[src/rtl/exc_controller.sv]
// Exception controller for the LEGv8 single-cycle datapath.
// It merges four external interrupt lines and two internal faults into sticky
// pending bits. It raises Exc with a prioritised cause code and holds it until
// ExcAck. No new request is raised until the handler executes ERet.
module exc_controller #(
   parameter int N          = 64,
   parameter int ALIGN_BITS = 3
) (
   input  logic         clk,
   input  logic         reset,
   input  logic [3:0]   irq,
   input  logic [3:0]   irq_mask,
   input  logic         invalid_op,
   input  logic [N-1:0] DM_addr,
   input  logic         DM_readEnable,
   input  logic         DM_writeEnable,
   input  logic         ExcAck,
   input  logic         ERet,
   output logic         Exc,
   output logic [3:0]   EStatus,
   output logic         in_handler,
   output logic [5:0]   pending
);

   // Bit positions inside the pending vector
   localparam int INVOP_BIT    = 0;
   localparam int MISALIGN_BIT = 1;
   localparam int IRQ_BASE     = 2;

   // Cause codes reported on EStatus
   localparam logic [3:0] CODE_NONE     = 4'b0000;
   localparam logic [3:0] CODE_INVOP    = 4'b0001;
   localparam logic [3:0] CODE_MISALIGN = 4'b0010;
   localparam logic [3:0] CODE_IRQ0     = 4'b1000;
   localparam logic [3:0] CODE_IRQ1     = 4'b1001;
   localparam logic [3:0] CODE_IRQ2     = 4'b1010;
   localparam logic [3:0] CODE_IRQ3     = 4'b1011;

   typedef enum logic [1:0] {
      IDLE    = 2'b00,
      RAISE   = 2'b01,
      HANDLER = 2'b10
   } state_t;

   state_t     state;
   state_t     next_state;
   logic       next_exc;
   logic [3:0] next_estatus;

   logic [3:0] irq_sync1;
   logic [3:0] irq_sync2;
   logic [3:0] irq_prev;
   logic [3:0] irq_rise;

   logic       misalign_hit;
   logic [5:0] set_vec;
   logic [5:0] clear_vec;
   logic [5:0] eligible;
   logic       any_eligible;
   logic [3:0] top_code;

   // The address bits above the alignment field are never used here
   logic       unused_addr_hi;
   assign unused_addr_hi = ^DM_addr[N-1:ALIGN_BITS];

   // Map a cause code back to its one-hot pending bit, so that an
   // acknowledge clears exactly the cause that was reported.
   function automatic logic [5:0] cause_onehot(input logic [3:0] code);
      logic [5:0] result;
      result = '0;
      case (code)
         CODE_INVOP:    result[INVOP_BIT]    = 1'b1;
         CODE_MISALIGN: result[MISALIGN_BIT] = 1'b1;
         CODE_IRQ0:     result[IRQ_BASE + 0] = 1'b1;
         CODE_IRQ1:     result[IRQ_BASE + 1] = 1'b1;
         CODE_IRQ2:     result[IRQ_BASE + 2] = 1'b1;
         CODE_IRQ3:     result[IRQ_BASE + 3] = 1'b1;
         default:       result = '0;
      endcase
      return result;
   endfunction

   // Two-flop synchronizer for the asynchronous irq lines, plus a
   // previous-value flop for rising-edge detection.
   always_ff @(posedge clk or negedge reset) begin
      if (!reset) begin
         irq_sync1 <= '0;
         irq_sync2 <= '0;
         irq_prev  <= '0;
      end else begin
         irq_sync1 <= irq;
         irq_sync2 <= irq_sync1;
         irq_prev  <= irq_sync2;
      end
   end

   assign irq_rise = irq_sync2 & ~irq_prev;

   // A data access is misaligned when any low address bit is set while
   // a read or write is enabled. With no access the address is ignored.
   assign misalign_hit = (DM_readEnable | DM_writeEnable) &&
                         (DM_addr[ALIGN_BITS-1:0] != '0);

   assign set_vec = {irq_rise, misalign_hit, invalid_op};

   // Faults are always eligible. Interrupts are eligible only when unmasked,
   // but a masked interrupt stays pending.
   assign eligible     = {pending[5:2] & irq_mask, pending[MISALIGN_BIT], pending[INVOP_BIT]};
   assign any_eligible = |eligible;

   // Fixed-priority select: invop, then misalign, then irq0..irq3
   always_comb begin
      top_code = CODE_NONE;
      if (eligible[INVOP_BIT])
         top_code = CODE_INVOP;
      else if (eligible[MISALIGN_BIT])
         top_code = CODE_MISALIGN;
      else if (eligible[IRQ_BASE + 0])
         top_code = CODE_IRQ0;
      else if (eligible[IRQ_BASE + 1])
         top_code = CODE_IRQ1;
      else if (eligible[IRQ_BASE + 2])
         top_code = CODE_IRQ2;
      else if (eligible[IRQ_BASE + 3])
         top_code = CODE_IRQ3;
   end

   // Sticky pending bits. If a set and an acknowledge clear hit the same
   // bit on the same edge, the set wins so that no event is lost.
   always_ff @(posedge clk or negedge reset) begin
      if (!reset)
         pending <= '0;
      else
         pending <= (pending & ~clear_vec) | set_vec;
   end

   // Registers for the state, the request and the cause code
   always_ff @(posedge clk or negedge reset) begin
      if (!reset) begin
         state   <= IDLE;
         Exc     <= 1'b0;
         EStatus <= CODE_NONE;
      end else begin
         state   <= next_state;
         Exc     <= next_exc;
         EStatus <= next_estatus;
      end
   end

   // Next state, next request, next cause code and the acknowledge clear.
   // The cause code is frozen in RAISE and HANDLER. Leaving HANDLER always
   // passes through one IDLE cycle before the next request.
   always_comb begin
      next_state   = state;
      next_exc     = Exc;
      next_estatus = EStatus;
      clear_vec    = '0;
      case (state)
         IDLE: begin
            if (any_eligible) begin
               next_state   = RAISE;
               next_exc     = 1'b1;
               next_estatus = top_code;
            end else begin
               next_exc     = 1'b0;
               next_estatus = CODE_NONE;
            end
         end
         RAISE: begin
            if (ExcAck) begin
               next_state = HANDLER;
               next_exc   = 1'b0;
               clear_vec  = cause_onehot(EStatus);
            end
         end
         HANDLER: begin
            next_exc = 1'b0;
            if (ERet) begin
               next_state   = IDLE;
               next_estatus = CODE_NONE;
            end
         end
         default: begin
            next_state   = IDLE;
            next_exc     = 1'b0;
            next_estatus = CODE_NONE;
         end
      endcase
   end

   assign in_handler = (state == HANDLER);

endmodule

[config.mk]
export PLATFORM = sky130hd
export DESIGN_NAME = exc_controller
export DESIGN_NICKNAME = d
export VERILOG_FILES = /design/src/rtl/exc_controller.sv
export SDC_FILE = /design/constraint.sdc
export NUM_CORES = 1
export LEC_CHECK = 0
export BUFFER_PORTS_ARGS = -buffer_cell sky130_fd_sc_hd__buf_4
export CORE_ASPECT_RATIO = 0.75
export CORE_MARGIN = 1
export CORE_UTILIZATION = 36
export DETAILED_ROUTE_END_ITERATION = 12
export GPL_TIMING_DRIVEN = 0
export PLACE_DENSITY_LB_ADDON = 0.08
export RECOVER_POWER = 25
export REMOVE_ABC_BUFFERS = 1
export SKIP_CTS_REPAIR_TIMING = 1
export SLEW_MARGIN = 10
export SYNTH_ARGS = -nofsm -noshare
export SYNTH_HDL_FRONTEND = slang
export SYNTH_SLANG_ARGS = --single-unit
export TNS_END_PERCENT = 1
[constraint.sdc]
create_clock -name clk -period 1.3 [get_ports clk]
set_clock_uncertainty 0.05 [all_clocks]
set_input_delay 0.195 -clock clk [delete_from_list [all_inputs] [get_ports clk]]
set_output_delay 0.195 -clock clk [all_outputs]
set_load 0.01 [all_outputs]
# Yosys cells after proc, flatten, opt, wreduce, memory -nomap -nowiden
# Cells that the tools add are included.
[totals]
ff_bits = 25
latch_bits = 0
ram_bits = 0
mem_bits_ro = 0
input_bits = 79
out_inout_bits = 12
elab_cells = 56
memories = 0
[classes]
addsub = 0
multipliers = 0
n_div = 0
n_lt_le_gt_ge = 0
n_eq_ne = 11
shift = 0
muxes = 24
n_bitwise = 8
reduce_logical = 6
[op_table]
columns = ["operator", "n"]
rows = [
  ["2-to-1 mux 4 bit", 8],
  ["equality test 4 bit (second input constant)", 4],
  ["2-to-1 mux 6 bit", 2],
  ["case mux 4 bit (3 select lines)", 1],
  ["bitwise AND 4 bit", 2],
  ["2-to-1 mux 1 bit", 8],
  ["bitwise AND 6 bit", 1],
  ["2-to-1 mux 2 bit", 3],
  ["!= test 2 bit (second input constant)", 3],
  ["inverter 6 bit", 1],
  ["bitwise OR 6 bit", 1],
  ["case mux 2 bit (3 select lines)", 1],
  ["OR reduction 6 bit", 1],
  ["equality test 4 x 1 -> 1 bit (second input constant)", 1],
  ["equality test 4 x 2 -> 1 bit (second input constant)", 1],
  ["inverter 4 bit", 1],
  ["AND reduction 3 bit", 1],
  ["nonzero test 3 bit", 1],
  ["equality test 2 x 1 -> 1 bit (second input constant)", 1],
  ["equality test 2 bit (second input constant)", 1],
  ["logical NOT 2 bit", 1],
  ["case mux 1 bit (2 select lines)", 1],
  ["AND reduction 2 bit", 1],
  ["logical AND 1 bit", 1],
  ["2 further kinds", 2],
]

# Logic depth before layout (Yosys ltp)
# Gate-level depths: netlist (run 1).
[logic_depth]
word_depth = 9
depth_mapped = 4
depth_no_buf = 3

# Worst setup path after synthesis (run 1)
# No wires, ideal clock.
[synth_path]
path_type = "flip-flop to flip-flop"
from = "register pending[4]"
to = "register Exc"
setup_ns = 0.133
arrival_ns = 1.001
required_ns = 1.117
setup_slack_ns = 0.116
path_stages_with_launch = 4
n_path_buf = 0
synth_period_minus_slack_ns = 1.184
path_cell_list = "dfrtp_1 > a22o_1 > nor4b_2 > a211oi_1"
[synth_between]
elab_chain_cells = 4
[synth_lines]
columns = ["element", "line", "text"]
rows = [
  ["start: declaration", "22", "output logic [5:0] pending"],
  ["start signal: assignment", "134", "pending <= (pending & ~clear_vec) | set_vec;"],
  ["bitwise AND 4 bit", "108", "assign eligible = {pending[5:2] & irq_mask, pending[MISALIGN_BIT], pending[INVOP_BIT]};"],
  ["OR reduction 6 bit", "109", "assign any_eligible = |eligible;"],
  ["2-to-1 mux 1 bit", "160", "if (any_eligible) begin"],
  ["case mux 1 bit (2 select lines)", "158", "case (state)"],
  ["end signal: assignment", "145", "Exc <= next_exc;"],
  ["end: declaration", "19", "output logic Exc,"],
]
# No other way between the ends.
# A chain may end at the register's enable or synchronous reset.

# Worst setup path in the final report (run 1)
[layout_path]
from = "register state[1]"
to = "output port in_handler"
[layout_between]
elab_chain_cells = 1
[layout_lines]
columns = ["element", "line", "text"]
rows = [
  ["start: declaration", "45", "state_t state;"],
  ["start signal: assignment", "144", "state <= next_state;"],
  ["equality test 2 bit", "191", "assign in_handler = (state == HANDLER);"],
  ["end: declaration", "21", "output logic in_handler,"],
]
# No other way between the ends.

==> impl_results.rst, run 1 <==
.. list-table::
   :header-rows: 1

   * - Metric
     - Value
   * - Status
     - complete, no violations
   * - Total Die Area
     - 2943 um2
   * - Cell-by-cell trace of the critical path
     - nor2b_4 > buf_6
   * - Post-synth cell types
     - 30
   * - Worst-case clock buffer depth
     - 2
   * - DIE HEIGHT
     - 47.24 um
   * - CTS tree
     - yes
   * - Multiplexer share of the synthesized area
     - 0%
   * - Parity-gate share of the synthesized area counting xor and xnor cells
     - 0%
   * - Leak Pwr
     - 0.6381 nW
   * - CTS Root Cell
     - clkbuf_4
   * - CP Capture Type
     - output port
   * - Port Buffer Count
     - 28
   * - Half-perimeter wire length of the detailed placement result
     - 1.400 mm
   * - DRC viols
     - 0
   * - Achievable frequency
     - 771.8 MHz
   * - Share of the cycle needed by the critical path after routing
     - 99.67%
   * - Data arrival time at the worst-slack endpoint
     - 1.05 ns
   * - Critical path type
     - reg2out
   * - Number of top-level pins
     - 91
   * - Global Route Usage Sum
     - 15.40%
   * - Die width
     - 62.32 um
   * - Post-synthesis adder-cell area fraction
     - 0%
   * - Reg-to-reg setup timing slack
     - 0.01 ns
   * - Wire length of the first global-routing pass
     - 3.263 mm
   * - Synthesized cell area
     - 982.2 um2
   * - Area of the core
     - 2440 um2
   * - Instance count on the critical path
     - 2
   * - Remaining Overflow, GRT
     - 0
   * - Worst Max-Slew Pin Slew
     - 0.5832 ns
   * - Final instance area
     - 1365 um2
   * - Top delay family on crit path
     - flip-flops
   * - Crit path buffers/inverters
     - 1
   * - Simple-gate portion of the synthesized area
     - 14.65%
   * - Total instance count after detailed placement
     - 140
   * - Worst Min Path Start
     - invalid_op
   * - Count of H-tree levels built during CTS
     - 1
   * - Post-layout minimum cycle time
     - 1.296 ns
   * - Sum of negative setup slack
     - 0 ns
   * - Maximum number of pins on one net before global-route repair
     - 25
   * - Ant. Diodes
     - 0
   * - Reg2Reg Depth
     - 4
   * - Number of buffers created by CTS
     - 3
   * - R2r endpoint
     - state[0]$_DFFE_PN0P_
   * - Critical path startpoint category
     - flop
   * - Synth Area in Compound Gates
     - 18.85%
   * - Final hold violation count
     - 0
   * - Total iterations of the first detailed-routing run
     - 4
   * - Clock latency at the later pin of the worst-skew pair
     - 0.32 ns
   * - Fin cells
     - 155
   * - Worst rel slew slack
     - 61.12%
   * - Post-synthesis sequential element count
     - 24
   * - TritonCTS Sinks
     - 24
   * - Main combinational cell family by area after synthesis
     - compound AO/OA/AOI/OAI gates
   * - Worst R2R Start
     - state[0]$_DFFE_PN0P_
   * - Pwr Density
     - 1554 nW/um2
   * - Peak supply drop
     - 0.7808 mV
   * - Total via count in the routed design
     - 762
   * - Path class of the lowest-slack min-delay path
     - in2reg
   * - Synthesized area per cell
     - 12.13 um2
   * - Total cell area at the placement stage
     - 1205 um2
   * - Global placement routability congestion
     - 0.7663
   * - Number of synthesis warnings
     - 0
   * - Count of final setup violators
     - 0
   * - Fin. max-slew vios
     - 0
   * - Cell count after synthesis
     - 81
   * - Crit Path Max Fanout
     - 7
   * - Residual antenna-violating net count after detailed routing
     - 0
   * - Post-layout net count
     - 201
   * - Fraction of post-synthesis cell area in the top cell type by area
     - 61.15%
   * - Register area share after synthesis
     - 61.15%
   * - Hold Path Depth
     - 2
   * - Largest area contributor in the synthesized netlist
     - dfrtp_1
   * - Leading post-synthesis cells by cell area
     - dfrtp_1 (61%), o21ai_0 (4.6%), nand2b_1 (3.2%), nand4b_4 (2.4%), buf_6 (2.3%)
   * - Cell with the biggest individual delay on the critical path
     - dfrtp_2
   * - Count of maximum capacitance violations
     - 0
   * - RSZ-0062 raised after global routing
     - yes
   * - Number of vias per cell
     - 4.916
   * - Clock-pin slew reported for the worst setup and hold paths after clock tree synthesis
     - 0.13 ns
   * - Worst endpoint required time
     - 1.05 ns
   * - Row Count
     - 15
   * - Worst Hold Path EP
     - pending[0]$_DFF_PN0_
   * - Delay of the slowest cell on the worst path
     - 0.48 ns
   * - DRT iter0 DRCs
     - 47
   * - Area growth syn-to-layout
     - 38.98%
   * - Wirelength per Cell
     - 13.29 um
   * - Via count of the first global-routing pass
     - 697
   * - Ratio of cells with drive above 1 in the final layout
     - 38.02%
   * - WL final
     - 2.060 mm
   * - Initial cell density of the core
     - 40.26%
   * - Initial antenna violation count
     - 0
[metrics by stage]
step / power (mW) / hold slack (ns) / setup slack (ns) / utilization (%)
2_1_floorplan: 1.289 / -0.1506 / 0.05187 / -
3_3_place_gp: 1.523 / 0.05702 / -0.04153 / 49.38
3_5_place_dp: 1.542 / 0.06023 / -0.05704 / 49.38
4_1_cts: 1.941 / -0.3022 / -0.2244 / 50.87
5_1_grt: 2.249 / 0.01662 / -0.06731 / 55.95
6_report: 2.122 / 0.01779 / 0.004312 / 55.95
[sequential cells by signal (all words and copies together), names as in the netlist]
register,flops
EStatus,3
Exc,1
pending,6
state,2
irq_sync2,4
irq_prev,4
irq_sync1,4
[routing by layer]
layer | wire length [um] | global-route usage [%]
met5 | 0 | 0
met3 | 136 | 6.311
met1 | 1008 | 20.37
met2 | 899 | 23.74
met4 | 15 | 4.651
[placed cells by master (no fill, tap or decap), types with 2 or more instances in the layout]
cell            n
nand2b_1        5
dlygate4sd3_1   5
buf_4          32
a211oi_1        2
inv_1           5
nor2_1          3
dfrtp_2         3
o21ai_0         9
clkbuf_4        3
nand2_1         6
a22o_1          2
dfrtp_1        21
[worst max path at each step]
stage | from | endpoint | slack [ns]
after floorplan | state[0]$_DFFE_PN0P_ | EStatus[0]$_DFFE_PN0P_ | 0.05
after global placement | state[0]$_DFFE_PN0P_ | pending[1]$_DFF_PN0_ | -0.04
after detailed placement | state[0]$_DFFE_PN0P_ | pending[0]$_DFF_PN0_ | -0.06
after CTS | state[1]$_DFFE_PN0P_ | in_handler | -0.22
after global routing | state[0]$_DFFE_PN0P_ | state[0]$_DFFE_PN0P_ | -0.07
final | state[1]$_DFFE_PN0P_ | in_handler | 0.004
[worst reg2reg max path, stage by stage, from the launching register on]
cell and delay (ns):
dfrtp_2 0.49, buf_4 0.18, nor2_1 0.14, nor4b_4 0.25, a211oi_1 0.08
[cell families after synthesis]
| kind of cell | count (synthesis) |
|---|---|
| DFF | 24 |
| and+or+nand+nor | 22 |
| other | 1 |
| buffers and inverters | 8 |
| AOI/OAI and AO/OA | 26 |
[power by group]
group | switching [mW] | total, mW | leakage, nW | internal [mW]
clock | 0.214 | 0.385 | 0.0210 | 0.171
combinational | 0.299 | 0.710 | 0.352 | 0.411
sequential | 0.167 | 1.03 | 0.265 | 0.858
[cells in the mapped netlist]
cell / number
o21ai_0: 9
inv_1: 5
nor4b_2: 1
a32o_1: 1
nor2_1: 3
o221ai_1: 1
nand3b_1: 1
nor2b_1: 2
buf_4: 1
o41ai_1: 2
o21ai_1: 1
a22o_1: 2
o32ai_1: 1
nand2b_1: 5
a211oi_1: 2
nand2_1: 6
a211o_1: 1
dfrtp_1: 24
o31ai_1: 1
o311a_1: 1
and2_1: 1
a2111oi_1: 1
nand4b_4: 1
conb_1: 1
a22oi_1: 1
a21oi_1: 1
a21o_2: 1
nor3b_1: 1
buf_6: 2
nor4_1: 1
[cell type report]
type	instances	area (um2)
clock buffer	4	36.28
fill	220	1075
inverter	5	18.77
multi-input combinational	49	356.6
sequential	24	604.3
tap	34	42.54
timing repair buffer	39	306.5
No activity file was read; power rests on OpenSTA's default activity.
==> inputs of run 2 (changes only) <==
CORE_UTILIZATION = 32   (was 36)
TNS_END_PERCENT = not set   (was 1)
clock period = 1.1 ns   (was 1.3 ns; I/O delays follow)
==> impl_results.rst, run 2 (same netlist as run 1, synthesis figures left out) <==
.. list-table::
   :header-rows: 1

   * - Metric
     - Value
   * - Data arrival time at the worst-slack endpoint
     - 1.34 ns
   * - Commonest non-fill, non-tap cell in the layout
     - buf_4
   * - Final instance area
     - 1484 um2
   * - Area of the core
     - 2935 um2
   * - Register name with the most flops
     - pending
   * - Row Count
     - 17
   * - Reg-to-reg setup timing slack
     - -0.14 ns
   * - Remaining Overflow, GRT
     - 0
   * - RSZ-0062 raised after global routing
     - yes
   * - Critical path startpoint category
     - flop
   * - Worst endpoint required time
     - 1.20 ns
   * - Global Route Usage Sum
     - 14.29%
   * - Wirelength per Cell
     - 12.71 um
   * - Die width
     - 65.97 um
   * - TritonCTS Sinks
     - 24
   * - Number of flip-flops under the largest register name
     - 6
   * - Leak Pwr
     - 0.6804 nW
   * - Path class of the lowest-slack min-delay path
     - in2reg
   * - CTS tree
     - yes
   * - Worst rel slew slack
     - 61.69%
   * - GR met3 Demand/Resource
     - 5.324%
   * - Fill cell count
     - 271
   * - CTS Root Cell
     - clkbuf_8
   * - DIE HEIGHT
     - 49.98 um
   * - Global placement routability congestion
     - 0.6858
   * - Clock-pin slew reported for the worst setup and hold paths after clock tree synthesis
     - 0.08 ns
   * - Gr busiest metal
     - met2
   * - Sum of negative setup slack
     - -1.325 ns
   * - Residual antenna-violating net count after detailed routing
     - 0
   * - Critical path type
     - reg2reg
   * - WL final
     - 2.072 mm
   * - Ant. Diodes
     - 0
   * - Post-layout minimum cycle time
     - 1.242 ns
   * - Total iterations of the first detailed-routing run
     - 4
   * - Number of vias per cell
     - 4.883
   * - DRC viols
     - 0
   * - Total Die Area
     - 3297 um2
   * - Worst-case clock buffer depth
     - 2
   * - Wire length of the first global-routing pass
     - 3.346 mm
   * - DRT iter0 DRCs
     - 69
   * - Final core utilization
     - 50.55%
   * - Count of H-tree levels built during CTS
     - 1
   * - Failing checks
     - setup timing
   * - Total via count in the routed design
     - 796
   * - Initial cell density of the core
     - 33.46%
   * - Fin. max-slew vios
     - 0
   * - Crit Path Max Fanout
     - 4
   * - Half-perimeter wire length of the detailed placement result
     - 1.412 mm
   * - Status
     - complete, but fails checks
   * - Pwr Total
     - 2.905 mW
   * - Count of maximum capacitance violations
     - 0
   * - Met1 track demand over resource in global routing
     - 18.10%
   * - Met2 usage
     - 21.60%
   * - Hold slack final
     - 0.03299 ns
   * - Post-layout net count
     - 205
   * - Area growth syn-to-layout
     - 51.08%
   * - Number of top-level pins
     - 91
   * - Count of final setup violators
     - 14
   * - Pwr Density
     - 1958 nW/um2
   * - Peak supply drop
     - 0.8009 mV
   * - Ratio of cells with drive above 1 in the final layout
     - 44.80%
   * - CP Capture Type
     - flop
   * - Number of buffers created by CTS
     - 3
   * - Initial antenna violation count
     - 0
   * - Clock latency at the later pin of the worst-skew pair
     - 0.27 ns
   * - Worst Max-Slew Pin Slew
     - 0.5747 ns
   * - Achievable frequency
     - 805.4 MHz
   * - Final hold violation count
     - 0
   * - Port Buffer Count
     - 28
   * - Via count of the first global-routing pass
     - 721
   * - Highest-count cells in the layout ignoring fill and taps
     - buf_4 (32), dfrtp_1 (19), o21ai_1 (6)
   * - Share of the cycle needed by the critical path after routing
     - 112.9%
   * - Total cell area at the placement stage
     - 1210 um2
   * - Maximum number of pins on one net before global-route repair
     - 25
   * - Final WS setup
     - -0.1416 ns
## run 2: cell types whose count changed in the layout (fill, tap and decap cells not counted), sizes merged
cell / before / now
bufinv: 0 / 1
clkbuf: 5 / 4
buf: 33 / 37
## run 2: worst max-delay path, stage by stage, from the launching register on
cell      delay (ns)
dfrtp_1         0.43
a22o_4          0.28
nor4b_4         0.28
a211oi_1        0.09
## run 2: stage by stage
step           std cells  setup slack [ns]
6_report             163           -0.1416
2_1_floorplan         78           -0.1481
3_3_place_gp         144           -0.2605
4_1_cts              148           -0.2935
5_1_grt              163           -0.1921
3_5_place_dp         144           -0.2742
## run 2: final timing paths
check                                  startpoint                endpoint  cells past startpoint
min in group asynchronous                   reset    state[0]$_DFFE_PN0P_                      2
setup / recovery             pending[3]$_DFF_PN0_    state[0]$_DFFE_PN0P_                      3
hold / removal                         invalid_op    pending[0]$_DFF_PN0_                      2
max in group asynchronous                   reset  EStatus[1]$_DFFE_PN0P_                      2
setup reg to reg             pending[3]$_DFF_PN0_    state[0]$_DFFE_PN0P_                      3
hold reg to reg            irq_sync1[2]$_DFF_PN0_  irq_sync2[2]$_DFF_PN0_                      0
## run 2: layout make-up
| cell class | instances | area, um2 | share of cell area (%) |
|---|---|---|---|
| clock inverter | 1 | 30.03 | 2.024 |
| tap | 38 | 47.55 | 3.204 |
| clock buffer | 3 | 41.29 | 2.782 |
| timing repair buffer | 43 | 351.6 | 23.69 |
| multi-input combinational | 49 | 387.9 | 26.14 |
| sequential | 24 | 606.8 | 40.89 |
| inverter | 5 | 18.77 | 1.265 |
## run 2: power by group
part / internal [mW] / switching (mW)
Clock: 0.487 / 0.275
Sequential: 1.02 / 0.213
Combinational: 0.530 / 0.380
## run 2: metal layers
layer  vias up  part of all wire [%]
met5         -                     0
met4         0                   1.3
met2        25                    44
li1        381                     -
met3         4                   7.5
met1       386                    47
==> inputs of run 3 (changes only) <==
--- a/config.mk
+++ b/config.mk
@@ -8,5 +8,4 @@
 export BUFFER_PORTS_ARGS = -buffer_cell sky130_fd_sc_hd__buf_4
 export CORE_ASPECT_RATIO = 0.75
-export CORE_MARGIN = 1
 export CORE_UTILIZATION = 32
 export DETAILED_ROUTE_END_ITERATION = 12
==> constraint.sdc (replaced) <==
create_clock -name clk -period 1.1 [get_ports clk]
set_clock_uncertainty 0.05 [all_clocks]
set_input_delay 0 -clock clk [delete_from_list [all_inputs] [get_ports clk]]
set_output_delay 0 -clock clk [all_outputs]
set_load 0.01 [all_outputs]
==> impl_results.rst, run 3 (same netlist as run 1, synthesis figures left out) <==
.. list-table::
   :header-rows: 1

   * - Metric
     - Value
   * - Total Die Area
     - 3297 um2
   * - Global Route Usage Sum
     - 14.29%
   * - Port Buffer Count
     - 28
   * - Path class of the lowest-slack min-delay path
     - in2reg
   * - Peak supply drop
     - 0.7958 mV
   * - Worst rel slew slack
     - 61.38%
   * - Remaining Overflow, GRT
     - 0
   * - Data arrival time at the worst-slack endpoint
     - 1.34 ns
   * - Initial antenna violation count
     - 0
   * - Post-layout net count
     - 209
   * - Leak Pwr
     - 0.6996 nW
   * - Crit Path Max Fanout
     - 4
   * - Clock-pin slew reported for the worst setup and hold paths after clock tree synthesis
     - 0.08 ns
   * - Initial cell density of the core
     - 33.46%
   * - Share of the cycle needed by the critical path after routing
     - 112.6%
   * - Cell-by-cell trace of the critical path
     - a22o_4 > nor4b_4 > a211oi_1
   * - Worst endpoint required time
     - 1.20 ns
   * - CP Capture Type
     - flop
   * - Total iterations of the first detailed-routing run
     - 4
   * - Count of maximum capacitance violations
     - 0
   * - TritonCTS Sinks
     - 24
   * - Status
     - complete, but fails checks
   * - Wirelength per Cell
     - 13.24 um
   * - Row Count
     - 17
   * - DRT iter0 DRCs
     - 65
   * - Area of the core
     - 2935 um2
   * - Gr busiest metal
     - met2
   * - Crit path buffers/inverters
     - 0
   * - Post-layout minimum cycle time
     - 1.239 ns
   * - Final WS setup
     - -0.1391 ns
   * - Number of flip-flops under the largest register name
     - 6
   * - CTS Root Cell
     - clkbuf_8
   * - Met2 usage
     - 21.60%
   * - Commonest non-fill, non-tap cell in the layout
     - buf_4
   * - Top delay family on crit path
     - flip-flops
   * - Worst Max-Slew Pin Slew
     - 0.5794 ns
   * - Number of top-level pins
     - 91
   * - Wire length of the first global-routing pass
     - 3.346 mm
   * - Clock latency at the later pin of the worst-skew pair
     - 0.27 ns
   * - Worst-case clock buffer depth
     - 2
   * - Combinational Power Share
     - 30.2%
   * - DRC viols
     - 0
   * - Failing checks
     - setup timing
   * - Number of buffers created by CTS
     - 3
   * - Critical path startpoint category
     - flop
   * - WL final
     - 2.211 mm
   * - Critical path type
     - reg2reg
   * - Switching pwr
     - 0.8724 mW
   * - Worst setup timing slack at the placement stage
     - -0.2742 ns
   * - Delay of the slowest cell on the worst path
     - 0.45 ns
   * - Area growth syn-to-layout
     - 55.41%
   * - Cell with the biggest individual delay on the critical path
     - dfrtp_1
   * - Sequential fraction of design power
     - 43.1%
   * - Achievable frequency
     - 807.0 MHz
   * - Sum of negative setup slack
     - -0.9392 ns
   * - Fin. max-slew vios
     - 0
   * - Die width
     - 65.97 um
   * - Final instance area
     - 1526 um2
   * - Ratio of cells with drive above 1 in the final layout
     - 40.31%
   * - Total instance count after detailed placement
     - 144
   * - Number of vias per cell
     - 4.874
   * - Switching Share
     - 30.35%
   * - Fill cell count
     - 261
   * - Count of H-tree levels built during CTS
     - 1
   * - Pwr Total
     - 2.874 mW
   * - Highest-count cells in the layout ignoring fill and taps
     - buf_4 (31), dfrtp_1 (21), dlygate4sd3_1 (12)
   * - DIE HEIGHT
     - 49.98 um
   * - Half-perimeter wire length of the detailed placement result
     - 1.412 mm
   * - CTS tree
     - yes
   * - Pwr Density
     - 1883 nW/um2
   * - Count of final setup violators
     - 10
   * - Power Internal
     - 2.002 mW
   * - Global placement routability congestion
     - 0.6858
   * - Residual antenna-violating net count after detailed routing
     - 0
   * - Final hold violation count
     - 0
   * - Total via count in the routed design
     - 814
   * - GR met3 Demand/Resource
     - 5.324%
   * - Maximum number of pins on one net before global-route repair
     - 25
   * - Fin cells
     - 167
   * - Met1 track demand over resource in global routing
     - 18.10%
   * - RSZ-0062 raised after global routing
     - yes
   * - Ant. Diodes
     - 0
   * - Clock network fraction of total power
     - 26.7%
   * - Register name with the most flops
     - pending
   * - Via count of the first global-routing pass
     - 721
   * - Total cell area at the placement stage
     - 1210 um2
==> run 3: cell types whose count changed in the layout (fill, tap and decap cells not counted), sizes merged <==
cell / previous run / this run
dlygate4sd3: 5 / 12
buf: 37 / 34
==> run 3: metrics by stage <==
| stage | utilization (%) | hold slack [ns] |
|---|---|---|
| after floorplan | - | -0.3456 |
| after global placement | 41.22 | -0.1314 |
| after detailed placement | 41.22 | -0.1312 |
| after CTS | 43.65 | -0.4299 |
| after global routing | 52.00 | -0.0002900 |
| final | 52.00 | 0.002585 |
==> run 3: layer usage <==
layer  routed length (um)  vias to the layer above
met2                 1014                       20
met1                 1046                      399
met3                  124                        4
met4                   25                        0
met5                    0                        -
li1                     -                      391
==> run 3: worst reg2reg max path, delay by kind of cell, from the launching register on <==
| family | cells | cell delay (ns) |
|---|---|---|
| flip-flops | 1 | 0.45 |
| AND/OR/NAND/NOR | 1 | 0.27 |
| AO/OA/AOI/OAI | 2 | 0.36 |
==> run 3: worst paths after layout <==
| kind | startpoint | end | slack, ns | depth (start not counted) |
|---|---|---|---|---|
| max in group asynchronous | reset | pending[0]$_DFF_PN0_ | 0.38 | 2 |
| setup / recovery | pending[2]$_DFF_PN0_ | state[0]$_DFFE_PN0P_ | -0.14 | 3 |
| hold reg to reg | irq_sync1[2]$_DFF_PN0_ | irq_sync2[2]$_DFF_PN0_ | 0.30 | 0 |
| min in group asynchronous | reset | state[0]$_DFFE_PN0P_ | 0.20 | 2 |
| setup reg to reg | pending[2]$_DFF_PN0_ | state[0]$_DFFE_PN0P_ | -0.14 | 3 |
| hold / removal | ExcAck | Exc$_DFFE_PN0P_ | 0.003 | 3 |
==> run 3: final cells by class <==
type | instances | area [um2] | area share (%)
Timing Repair Buffer | 47 | 391.6 | 25.66
Tap cell | 38 | 47.55 | 3.115
Sequential cell | 24 | 604.3 | 39.59
Inverter | 5 | 18.77 | 1.230
Clock buffer | 3 | 41.29 | 2.705
Multi-Input combinational cell | 49 | 392.9 | 25.74
Clock inverter | 1 | 30.03 | 1.967
==> run 3: power groups by stage <==
stage          Sequential [mW]  Clock [mW]  Combinational, mW
6_report                  1.24       0.766              0.868
5_1_grt                   1.28       0.823              0.958
4_1_cts                   1.25       0.796              0.561
3_5_place_dp              1.26           0              0.559
3_3_place_gp              1.26           0              0.553
2_1_floorplan             1.23           0              0.294
